## src/rtl/vga_pkg.sv

```systemverilog
// Shared definitions for the VGA mode selectors: switch FSM states, sync
// polarity constants and a one-hot request decoder.
package vga_pkg;

  typedef enum logic [1:0] {
    LOCKED  = 2'd0,
    PENDING = 2'd1,
    BLANK   = 2'd2
  } sw_state_e;

  localparam logic SYNC_ACTIVE_LOW  = 1'b0;
  localparam logic SYNC_ACTIVE_HIGH = 1'b1;

  localparam int MAX_SRC = 32;
  localparam int IDX_W   = $clog2(MAX_SRC);

  typedef struct packed {
    logic             valid;
    logic [IDX_W-1:0] idx;
  } onehot_idx_t;

  // valid only when exactly one bit is set; idx is zero otherwise
  function automatic onehot_idx_t onehot_to_idx(input logic [MAX_SRC-1:0] vec);
    onehot_idx_t res;
    int unsigned ones;
    res  = '0;
    ones = 0;
    for (int i = 0; i < MAX_SRC; i++) begin
      if (vec[i]) begin
        ones++;
        res.idx = IDX_W'(i);
      end
    end
    res.valid = (ones == 1);
    if (!res.valid) res.idx = '0;
    return res;
  endfunction

endpackage

```

## src/rtl/vga_frame_switch_if.sv

```systemverilog
// Source-side and pin-side signals of the VGA frame switch.
interface vga_frame_switch_if #(
  parameter int NUM_SRC = 3,
  parameter int COLOR_W = 1
);
  localparam int SEL_W = $clog2(NUM_SRC);

  logic [NUM_SRC-1:0]         mode_req;
  logic [NUM_SRC-1:0]         src_hsync;
  logic [NUM_SRC-1:0]         src_vsync;
  logic [NUM_SRC*COLOR_W-1:0] src_red;
  logic [NUM_SRC*COLOR_W-1:0] src_green;
  logic [NUM_SRC*COLOR_W-1:0] src_blue;
  logic                       hsync_out;
  logic                       vsync_out;
  logic [COLOR_W-1:0]         red_out;
  logic [COLOR_W-1:0]         green_out;
  logic [COLOR_W-1:0]         blue_out;
  logic [SEL_W-1:0]           active_sel;
  logic                       switch_busy;

  modport slave (
    input  mode_req, src_hsync, src_vsync, src_red, src_green, src_blue,
    output hsync_out, vsync_out, red_out, green_out, blue_out, active_sel, switch_busy
  );

  modport master (
    output mode_req, src_hsync, src_vsync, src_red, src_green, src_blue,
    input  hsync_out, vsync_out, red_out, green_out, blue_out, active_sel, switch_busy
  );
endinterface

```

## src/rtl/vga_frame_edge_det.sv

```systemverilog
// Vsync leading-edge detector for the watched source plus the saturating
// frame-timeout counter used by the switch FSM.
module vga_frame_edge_det #(
  parameter logic SYNC_POL    = 1'b0,
  parameter int   TIMEOUT_CYC = 1000000
) (
  input  logic clk,
  input  logic rst,
  input  logic vs_in,
  input  logic reload,
  input  logic reload_vs,
  input  logic cnt_clr,
  input  logic cnt_en,
  output logic lead_edge,
  output logic timeout
);
  localparam int              CNT_W    = $clog2(TIMEOUT_CYC + 1);
  localparam logic [CNT_W-1:0] CNT_MAX  = CNT_W'(TIMEOUT_CYC);
  localparam logic [CNT_W-1:0] CNT_FIRE = CNT_W'(TIMEOUT_CYC - 1);

  logic             vs_prev;
  logic [CNT_W-1:0] cnt;

  // reload swaps history to the new source so its current level is not seen as an edge
  always_ff @(posedge clk or posedge rst) begin
    if (rst)         vs_prev <= ~SYNC_POL;
    else if (reload) vs_prev <= reload_vs;
    else             vs_prev <= vs_in;
  end

  always_ff @(posedge clk or posedge rst) begin
    if (rst)                          cnt <= '0;
    else if (cnt_clr)                 cnt <= '0;
    else if (cnt_en && cnt != CNT_MAX) cnt <= cnt + CNT_W'(1);
  end

  assign lead_edge = (vs_in == SYNC_POL) && (vs_prev == ~SYNC_POL);
  assign timeout   = (cnt == CNT_FIRE);

endmodule

```

## src/rtl/vga_frame_switch.sv

```systemverilog
// N-source VGA selector that changes source only on a vsync leading edge of
// the current source, then blanks RGB for a number of frames of the new one.
module vga_frame_switch
  import vga_pkg::*;
#(
  parameter int   NUM_SRC      = 3,
  parameter int   COLOR_W      = 1,
  parameter logic SYNC_POL     = 1'b0,
  parameter int   DEFAULT_SRC  = 0,
  parameter int   BLANK_FRAMES = 1,
  parameter int   TIMEOUT_CYC  = 1000000
) (
  input logic               clk,
  input logic               rst,
  vga_frame_switch_if.slave sw
);
  localparam int               SEL_W   = $clog2(NUM_SRC);
  localparam int               BW      = (BLANK_FRAMES > 0) ? $clog2(BLANK_FRAMES + 1) : 1;
  localparam logic [SEL_W-1:0] DEF_SEL = SEL_W'(DEFAULT_SRC);
  localparam logic [BW-1:0]    BF_LAST = BW'(BLANK_FRAMES - 1);

  logic [MAX_SRC-1:0] req_ext;
  onehot_idx_t        req_dec;
  logic [SEL_W-1:0]   dec_idx;

  sw_state_e        state_q, state_d;
  logic [SEL_W-1:0] sel_q, sel_d;
  logic [SEL_W-1:0] tgt_q, tgt_d;
  logic [BW-1:0]    blank_cnt_q, blank_cnt_d;
  logic             busy_q;

  logic lead_edge, timeout, cnt_clr, cnt_en, reload, reload_vs, watch_vs, rgb_mask;

  always_comb begin
    req_ext                = '0;
    req_ext[NUM_SRC-1:0]   = sw.mode_req;
    req_dec                = onehot_to_idx(req_ext);
    dec_idx                = req_dec.valid ? SEL_W'(req_dec.idx) : DEF_SEL;
  end

  assign watch_vs  = sw.src_vsync[sel_q];
  assign reload_vs = sw.src_vsync[sel_d];

  vga_frame_edge_det #(
    .SYNC_POL    (SYNC_POL),
    .TIMEOUT_CYC (TIMEOUT_CYC)
  ) u_edge_det (
    .clk       (clk),
    .rst       (rst),
    .vs_in     (watch_vs),
    .reload    (reload),
    .reload_vs (reload_vs),
    .cnt_clr   (cnt_clr),
    .cnt_en    (cnt_en),
    .lead_edge (lead_edge),
    .timeout   (timeout)
  );

  always_ff @(posedge clk or posedge rst) begin
    if (rst) begin
      state_q     <= LOCKED;
      sel_q       <= DEF_SEL;
      tgt_q       <= DEF_SEL;
      blank_cnt_q <= '0;
      busy_q      <= 1'b0;
    end else begin
      state_q     <= state_d;
      sel_q       <= sel_d;
      tgt_q       <= tgt_d;
      blank_cnt_q <= blank_cnt_d;
      busy_q      <= (state_d != LOCKED);
    end
  end

  always_comb begin
    state_d     = state_q;
    sel_d       = sel_q;
    tgt_d       = tgt_q;
    blank_cnt_d = blank_cnt_q;
    case (state_q)
      LOCKED: begin
        if (dec_idx != sel_q) begin
          tgt_d   = dec_idx;
          state_d = PENDING;
        end
      end
      PENDING: begin
        if (dec_idx == sel_q) begin
          state_d = LOCKED;
        end else begin
          tgt_d = dec_idx;
          if (lead_edge || timeout) begin
            sel_d       = tgt_d;
            blank_cnt_d = '0;
            state_d     = (BLANK_FRAMES == 0) ? LOCKED : BLANK;
          end
        end
      end
      BLANK: begin
        if (lead_edge) begin
          blank_cnt_d = blank_cnt_q + BW'(1);
          if (blank_cnt_q == BF_LAST) state_d = LOCKED;
        end else if (timeout) begin
          state_d = LOCKED;
        end
      end
      default: state_d = LOCKED;
    endcase
  end

  always_comb begin
    cnt_en   = (state_q != LOCKED);
    cnt_clr  = (state_q == LOCKED) || (state_d != state_q) || ((state_q == BLANK) && lead_edge);
    reload   = (state_q == PENDING) && (sel_d != sel_q);
    rgb_mask = (state_q == BLANK);
  end

  // p1: registered output stage, fed from the source selected before any switch this cycle
  logic               hsync_p1, vsync_p1;
  logic [COLOR_W-1:0] red_p1, green_p1, blue_p1;

  always_ff @(posedge clk or posedge rst) begin
    if (rst) begin
      hsync_p1 <= ~SYNC_POL;
      vsync_p1 <= ~SYNC_POL;
      red_p1   <= '0;
      green_p1 <= '0;
      blue_p1  <= '0;
    end else begin
      hsync_p1 <= sw.src_hsync[sel_q];
      vsync_p1 <= sw.src_vsync[sel_q];
      red_p1   <= rgb_mask ? '0 : sw.src_red[int'(sel_q)*COLOR_W +: COLOR_W];
      green_p1 <= rgb_mask ? '0 : sw.src_green[int'(sel_q)*COLOR_W +: COLOR_W];
      blue_p1  <= rgb_mask ? '0 : sw.src_blue[int'(sel_q)*COLOR_W +: COLOR_W];
    end
  end

  assign sw.hsync_out   = hsync_p1;
  assign sw.vsync_out   = vsync_p1;
  assign sw.red_out     = red_p1;
  assign sw.green_out   = green_p1;
  assign sw.blue_out    = blue_p1;
  assign sw.active_sel  = sel_q;
  assign sw.switch_busy = busy_q;

endmodule
```

## src/flat_wrapper.sv

```systemverilog
// flat-port wrapper written by rule: the top's interface ports become plain ports
module vga_frame_switch_flat import vga_pkg::*;
#(
  parameter int   NUM_SRC      = 3,
  parameter int   COLOR_W      = 1,
  parameter logic SYNC_POL     = 1'b0,
  parameter int   DEFAULT_SRC  = 0,
  parameter int   BLANK_FRAMES = 1,
  parameter int   TIMEOUT_CYC  = 1000000
)
  (clk, rst, sw_mode_req, sw_src_hsync, sw_src_vsync, sw_src_red, sw_src_green, sw_src_blue, sw_hsync_out, sw_vsync_out, sw_red_out, sw_green_out, sw_blue_out, sw_active_sel, sw_switch_busy);
  vga_frame_switch_if #(.NUM_SRC(NUM_SRC), .COLOR_W(COLOR_W)) sw_i ();
  input logic clk;
  input logic rst;
  input wire logic [$bits(sw_i.mode_req)-1:0] sw_mode_req;
  input wire logic [$bits(sw_i.src_hsync)-1:0] sw_src_hsync;
  input wire logic [$bits(sw_i.src_vsync)-1:0] sw_src_vsync;
  input wire logic [$bits(sw_i.src_red)-1:0] sw_src_red;
  input wire logic [$bits(sw_i.src_green)-1:0] sw_src_green;
  input wire logic [$bits(sw_i.src_blue)-1:0] sw_src_blue;
  output wire logic [$bits(sw_i.hsync_out)-1:0] sw_hsync_out;
  output wire logic [$bits(sw_i.vsync_out)-1:0] sw_vsync_out;
  output wire logic [$bits(sw_i.red_out)-1:0] sw_red_out;
  output wire logic [$bits(sw_i.green_out)-1:0] sw_green_out;
  output wire logic [$bits(sw_i.blue_out)-1:0] sw_blue_out;
  output wire logic [$bits(sw_i.active_sel)-1:0] sw_active_sel;
  output wire logic [$bits(sw_i.switch_busy)-1:0] sw_switch_busy;
  assign sw_i.mode_req = sw_mode_req;
  assign sw_i.src_hsync = sw_src_hsync;
  assign sw_i.src_vsync = sw_src_vsync;
  assign sw_i.src_red = sw_src_red;
  assign sw_i.src_green = sw_src_green;
  assign sw_i.src_blue = sw_src_blue;
  assign sw_hsync_out = sw_i.hsync_out;
  assign sw_vsync_out = sw_i.vsync_out;
  assign sw_red_out = sw_i.red_out;
  assign sw_green_out = sw_i.green_out;
  assign sw_blue_out = sw_i.blue_out;
  assign sw_active_sel = sw_i.active_sel;
  assign sw_switch_busy = sw_i.switch_busy;
  vga_frame_switch #(.NUM_SRC(NUM_SRC), .COLOR_W(COLOR_W), .SYNC_POL(SYNC_POL), .DEFAULT_SRC(DEFAULT_SRC), .BLANK_FRAMES(BLANK_FRAMES), .TIMEOUT_CYC(TIMEOUT_CYC)) u_core (.clk(clk), .rst(rst), .sw(sw_i));
endmodule
```

## config.mk

```make
export PLATFORM = sky130hd
export DESIGN_NAME = vga_frame_switch_flat
export DESIGN_NICKNAME = d
export VERILOG_FILES = /design/src/rtl/vga_pkg.sv /design/src/rtl/vga_frame_switch_if.sv /design/src/rtl/vga_frame_edge_det.sv /design/src/rtl/vga_frame_switch.sv /design/src/flat_wrapper.sv
export SDC_FILE = /design/constraint.sdc
export NUM_CORES = 1
export LEC_CHECK = 0
export BUFFER_PORTS_ARGS = -buffer_cell sky130_fd_sc_hd__buf_2
export CAP_MARGIN = 40
export CORE_ASPECT_RATIO = 0.5
export CORE_MARGIN = 1.5
export CORE_UTILIZATION = 40
export CTS_BUF_LIST = sky130_fd_sc_hd__clkbuf_8 sky130_fd_sc_hd__clkbuf_16
export DETAILED_ROUTE_END_ITERATION = 16
export PLACE_DENSITY_LB_ADDON = 0.3
export SYNTH_ARGS = -nofsm -noshare
export SYNTH_HDL_FRONTEND = slang
export SYNTH_SLANG_ARGS = --single-unit
```

## constraint.sdc

```tcl
create_clock -name clk -period 2.8 [get_ports clk]
set_clock_uncertainty 0.05 [all_clocks]
set_input_delay 0.56 -clock clk [delete_from_list [all_inputs] [get_ports clk]]
set_output_delay 0.56 -clock clk [all_outputs]
set_load 0.1 [all_outputs]
```

# Yosys cells after proc, flatten, opt, wreduce, memory -nomap -nowiden
# Index checks and enable logic that the tools add are counted.
# totals
register_bits	32
in_bits	20
out_inout_bits	8
elab_cells	78
# classes
addsub	4
magnitude_cmp	2
n_eq_ne	12
shifts	3
muxes	32
bitwise_logic	1
n_reduce_logical	13
# ops
op	n
two-way mux 32 bit	2
two-way mux 20 bit	2
adder 32 x 1 -> 32 bit (second input constant)	1
== test 32 x 1 -> 1 bit (second input constant)	1
two-way mux 2 bit	11
adder 20 x 1 -> 20 bit (second input constant)	1
== test 20 bit (second input constant)	1
inequality test 20 bit (second input constant)	1
two-way mux 1 bit	12
variable part select 3 x 3 -> 1 bit	3
nonzero test 2 bit	4
binary-select mux 1 bit (select 2 bit)	3
less-than comparator 2 x 3 -> 1 bit (second input constant)	2
inequality test 2 bit	3
one-hot mux 2 bit (3 select lines)	1
logical AND 1 bit	4
inequality test 2 x 1 -> 1 bit (second input constant)	2
AND reduction 4 bit	1
logical OR 1 bit	3
adder 1 x 1 -> 2 bit (second input constant)	1
== test 2 x 1 -> 1 bit (second input constant)	1
== test 2 bit	1
== test 2 bit (second input constant)	1
logical NOT 2 bit	1
other kinds (4)	4

# Logic depth before layout (Yosys ltp)
# logic_depth
word_depth	14
mapped_depth	8
mapped_depth_nobuf	7

# Cells and area by module
# From an unflattened synthesis, not the netlist that was laid out.
# unflattened
hier_cells	189
hier_area_um2	1835.5
# modules_own_cells
mod	instances	cells_each	area_each_um2	seq_area_each_um2
vga_frame_edge_det	1	117	1172.4	526.8
vga_frame_switch	1	72	663.1	277.8

# Least setup slack after synthesis
# OpenSTA, ideal clock, no wires.
# synth_path
kind	reg-to-reg
from	register u_core.sel_q[0] (netlist: u_core.sw.active_sel[0])
to	register u_core.u_edge_det.cnt[0]
setup_time_ns	0.121
arrival_time_ns	2.120
required_time_ns	2.629
slack_ns	0.509
stages_incl_launch_ff	8
path_buffers	2
synth_period_minus_slack_ns	2.291
path_cell_list	dfrtp_1 > buf_6 > mux2i_1 > o211a_1 > o21bai_4 > o21bai_1 > buf_2 > nor2_1
# synth_via
elab_chain_cells	12
elab_cells_between_ends	18
cone_classes	eq/ne: 3; mux: 8; bitwise: 1; reduce/logical: 6
# synth_rtl
item	line	text
start: declaration	vga_frame_switch.sv:27	logic [SEL_W-1:0] sel_q, sel_d;
start signal: assignment	vga_frame_switch.sv:68	sel_q <= sel_d;
binary-select mux 1 bit (select 2 bit)	vga_frame_switch.sv:41	assign watch_vs = sw.src_vsync[sel_q];
two-way mux 1 bit (implied by the code)	vga_frame_switch.sv:41	
inverter 1 bit	vga_frame_edge_det.sv:37	assign lead_edge = (vs_in == SYNC_POL) && (vs_prev == ~SYNC_POL);
logical AND 1 bit	vga_frame_edge_det.sv:37	
logical OR 1 bit	vga_frame_switch.sv:92	if (lead_edge || timeout) begin
two-way mux 2 bit	vga_frame_switch.sv:92	
two-way mux 2 bit	vga_frame_switch.sv:88	if (dec_idx == sel_q) begin
one-hot mux 2 bit (3 select lines)	vga_frame_switch.sv:80	case (state_q)
inequality test 2 bit	vga_frame_switch.sv:113	cnt_clr = (state_q == LOCKED) || (state_d != state_q) || ((state_q == BLANK) && lead_edge);
logical OR 1 bit	vga_frame_switch.sv:113	
logical OR 1 bit (*)	vga_frame_switch.sv:113	
two-way mux 20 bit / nonzero test 2 bit (equally long branches)	n/a	
end signal: assignment	vga_frame_edge_det.sv:34	else if (cnt_en && cnt != CNT_MAX) cnt <= cnt + CNT_W'(1);
end: declaration	vga_frame_edge_det.sv:22	logic [CNT_W-1:0] cnt;
# Mark *: on every way between the ends. The rest lies on a longest branch, timed or not. The select of a mux whose other input is x is not followed.
# A chain may end at the register's enable or synchronous reset.

# Final worst setup path
# layout_path
from	register u_core.u_edge_det.cnt[15]
to	register u_core.u_edge_det.cnt[16]
# layout_via
elab_chain_cells	9
elab_cells_between_ends	16
cone_classes	add/sub: 1; eq/ne: 3; mux: 7; reduce/logical: 5
# layout_rtl
item	line	text
== test 20 bit	vga_frame_edge_det.sv:38	assign timeout = (cnt == CNT_FIRE);
logical OR 1 bit	vga_frame_switch.sv:92	
two-way mux 2 bit	vga_frame_switch.sv:92	
two-way mux 2 bit	vga_frame_switch.sv:88	
one-hot mux 2 bit (3 select lines)	vga_frame_switch.sv:80	
inequality test 2 bit	vga_frame_switch.sv:113	
logical OR 1 bit (2 in series)	vga_frame_switch.sv:113	
two-way mux 20 bit / nonzero test 2 bit (equally long branches)	n/a	
# Parallel ways exist; a longest one is shown, timed or not. The select of a mux whose other input is x is not followed.

==> run metrics <==
final hold violations 0; number of port buffers 27; fin area around 2100 sq um; max cap viols 0; yosys warns 0; global-route wire length before repair around 6000 microns; R2R cell count 5; Worst setup SP type flop; Initial Utilization a little over two fifths; Power Dens Cells 890 nW/um^2; CP endpoint kind flop; mean post-synth cell area 10.0 sq um; CTS max path bufs 2; Synth-to-Final Area Change 14.3%; Worst Tran Pin Value 637 ps; CTS tree done; ant diodes 0; Setup TNS 0 ps; clock sinks 32; crit share post-route between 70% and 80%; Die Span X approximately 99 microns; vias per cell about 5.2; die area about 5100 sq um; most frequent cells in the layout dfrtp_1 (29), buf_2 (27), nor2_1 (24), xor2_1 (11), nand2_1 (10); Syn Inst Count approximately 190; Clock Latency Late Sink 280 ps; CP arrival 2220 ps; outcome completed; Pre-antenna DRT Iters 4; Finished Layout Cells ~270; Netlist Area Pre-Place between 1500 and 2000 sq um; CTS root buf clkbuf_8; Iteration-0 DRC Markers 56; final-layout fill cell count 431; endpoints failing setup 0; async set or reset register ratio after synthesis 100%; max-slew violations 0; TritonCTS buffer count 5; Site Rows 17; syn_nets around 210; Tot GR Track Use approximately 16%; Biggest register u_core.u_edge_det.cnt; Final min period ~2100 ps; number of synthesized flops with an enable pin 0; Max FO, Critical Path 13; post-CTS setup repair buffer count 0; placed insts between 200 and 300; Worst EP required 2910 ps; total number of H-tree levels 2; Core Region about 4400 sq um; share of layout cells above drive strength 1 25.6%; Leak roughly 0.00092 uW; DRC viols 0; fin nets 238; max reg flops 20; post-route ant nets 0; Routed WL per cell 12.8 microns; sequential-to-total area share from yosys stat between 40 and 50%; most common flop cell mapped by yosys dfrtp_1; commonest non-fill, non-tap cell in the layout dfrtp_1; total grt overflow 0; # hold bufs at CTS 0; Fin Hold WS 298 ps; post-CTS resize count 0; Netlist cell types 45; pin count of the biggest net entering global routing 33; Area after DPL roughly 2000 sq um; RSZ-0062 raised after global routing false; initial antenna violation count 0; vias in the first global route roughly 1300; WL final 3470 microns; I/O pin total 28; Highest Clock Rate 475 MHz; Slew HR 57.5%; GP Congestion 0.770; DR vias 1413; Final HPWL DP ~2500 microns; Peak VDD IR ~620 uV; post-synthesis sequential element count 32; crit path kind reg -> reg; Hold/Removal Path Class in -> async; final core occ between 40% and 50%; clock slew at reported path FFs roughly 70 ps; die height 51.1 microns
[metrics by stage]
stage	setup WS, ps	total power, uW
after CTS	719	1900
after floorplan	509	1400
final	696	1890
after global placement	523	1520
after detailed placement	450	1530
after global routing	573	1990
[power by group]
group / internal [uW] / leakage, uW / switching [uW]
logic: 226 / 0.000438 / 651
clock network: 196 / 0.0000510 / 174
registers: 558 / 0.000426 / 81.4
[worst max-delay path: stages (launching register included)]
cell and delay, ps:
dfrtp_1 440, nor4bb_2 330, nand4_2 260, o2111ai_2 620
or3_1 220, a21oi_2 50
[layer usage]
| metal | vias to the layer above | track usage (%) | routed length [microns] |
|---|---|---|---|
| met5 | - | 0 | 0 |
| met4 | 0 | 3.52 | 23 |
| met3 | 4 | 5.75 | 137 |
| met2 | 28 | 25.1 | 1540 |
| met1 | 669 | 20.2 | 1770 |
| li1 | 712 | - | - |
[kinds of logic after synthesis]
family                   after synthesis  synth area share [%]
flip-flops                            32                  43.4
multiplexers                          10                  5.60
AND/OR/NAND/NOR                       74                  22.5
XOR/XNOR                              16                  7.56
adder cells (fa/ha/maj)                4                  2.70
AO/OA/AOI/OAI                         36                  14.4
buffers and inverters                 13                  3.85
[area by class of cell]
type                       instances  area, sq um  share of cell area, %
sequential                        32          805                   38.0
tap                               57         71.3                   3.36
inverter                           6         22.5                   1.06
clock buffer                       6         82.6                   3.90
clock inverter                     2         10.0                  0.472
multi-input combinational        140          978                   46.2
timing repair buffer              29          150                   7.08
[worst paths after layout]
kind	startpoint	slack (ps)	to
worst max-delay path	u_core.u_edge_det.cnt[15]$_DFFE_PP0P_	700	u_core.u_edge_det.cnt[16]$_DFFE_PP0P_
max in group asynchronous	rst	2080	u_core.sw.vsync_out$_DFF_PP1_
min in group clk	sw_src_hsync[2]	440	u_core.sw.hsync_out$_DFF_PP1_
worst min-delay path	rst	300	u_core.u_edge_det.cnt[3]$_DFFE_PP0P_
worst min register to register	u_core.u_edge_det.cnt[19]$_DFFE_PP0P_	500	u_core.u_edge_det.cnt[19]$_DFFE_PP0P_
worst max register to register	u_core.u_edge_det.cnt[15]$_DFFE_PP0P_	700	u_core.u_edge_det.cnt[16]$_DFFE_PP0P_
[Yosys cell counts (2+ instances only)]
cell      instances  area share (%)
dfrtp_1          29              39
xor2_1           11             5.2
or3_1             6             2.0
mux2_2            3             1.8
a21oi_1           5             1.3
nand3b_1          2            0.81
o21ai_0           5             1.3
nand3_1           7             1.9
ha_1              4             2.7
and3_1            2            0.67
nor2b_1           3             1.0
dfstp_2           3             4.3
inv_1             6             1.2
and4_1            3             1.4
a21boi_0          3             1.2
o21ai_1           7             1.9
o21bai_1          2            0.81
buf_6             2             1.2
and2_1            2            0.67
nand4_1           6             2.0
mux2i_1           7             3.8
nor2_1           24             4.9
a21oi_2           5             2.4
xnor2_1           5             2.4
o211a_1           2             1.1
buf_2             3            0.81
nand2_1          10             2.0
Note: power is estimated with default switching activity, not from simulation.
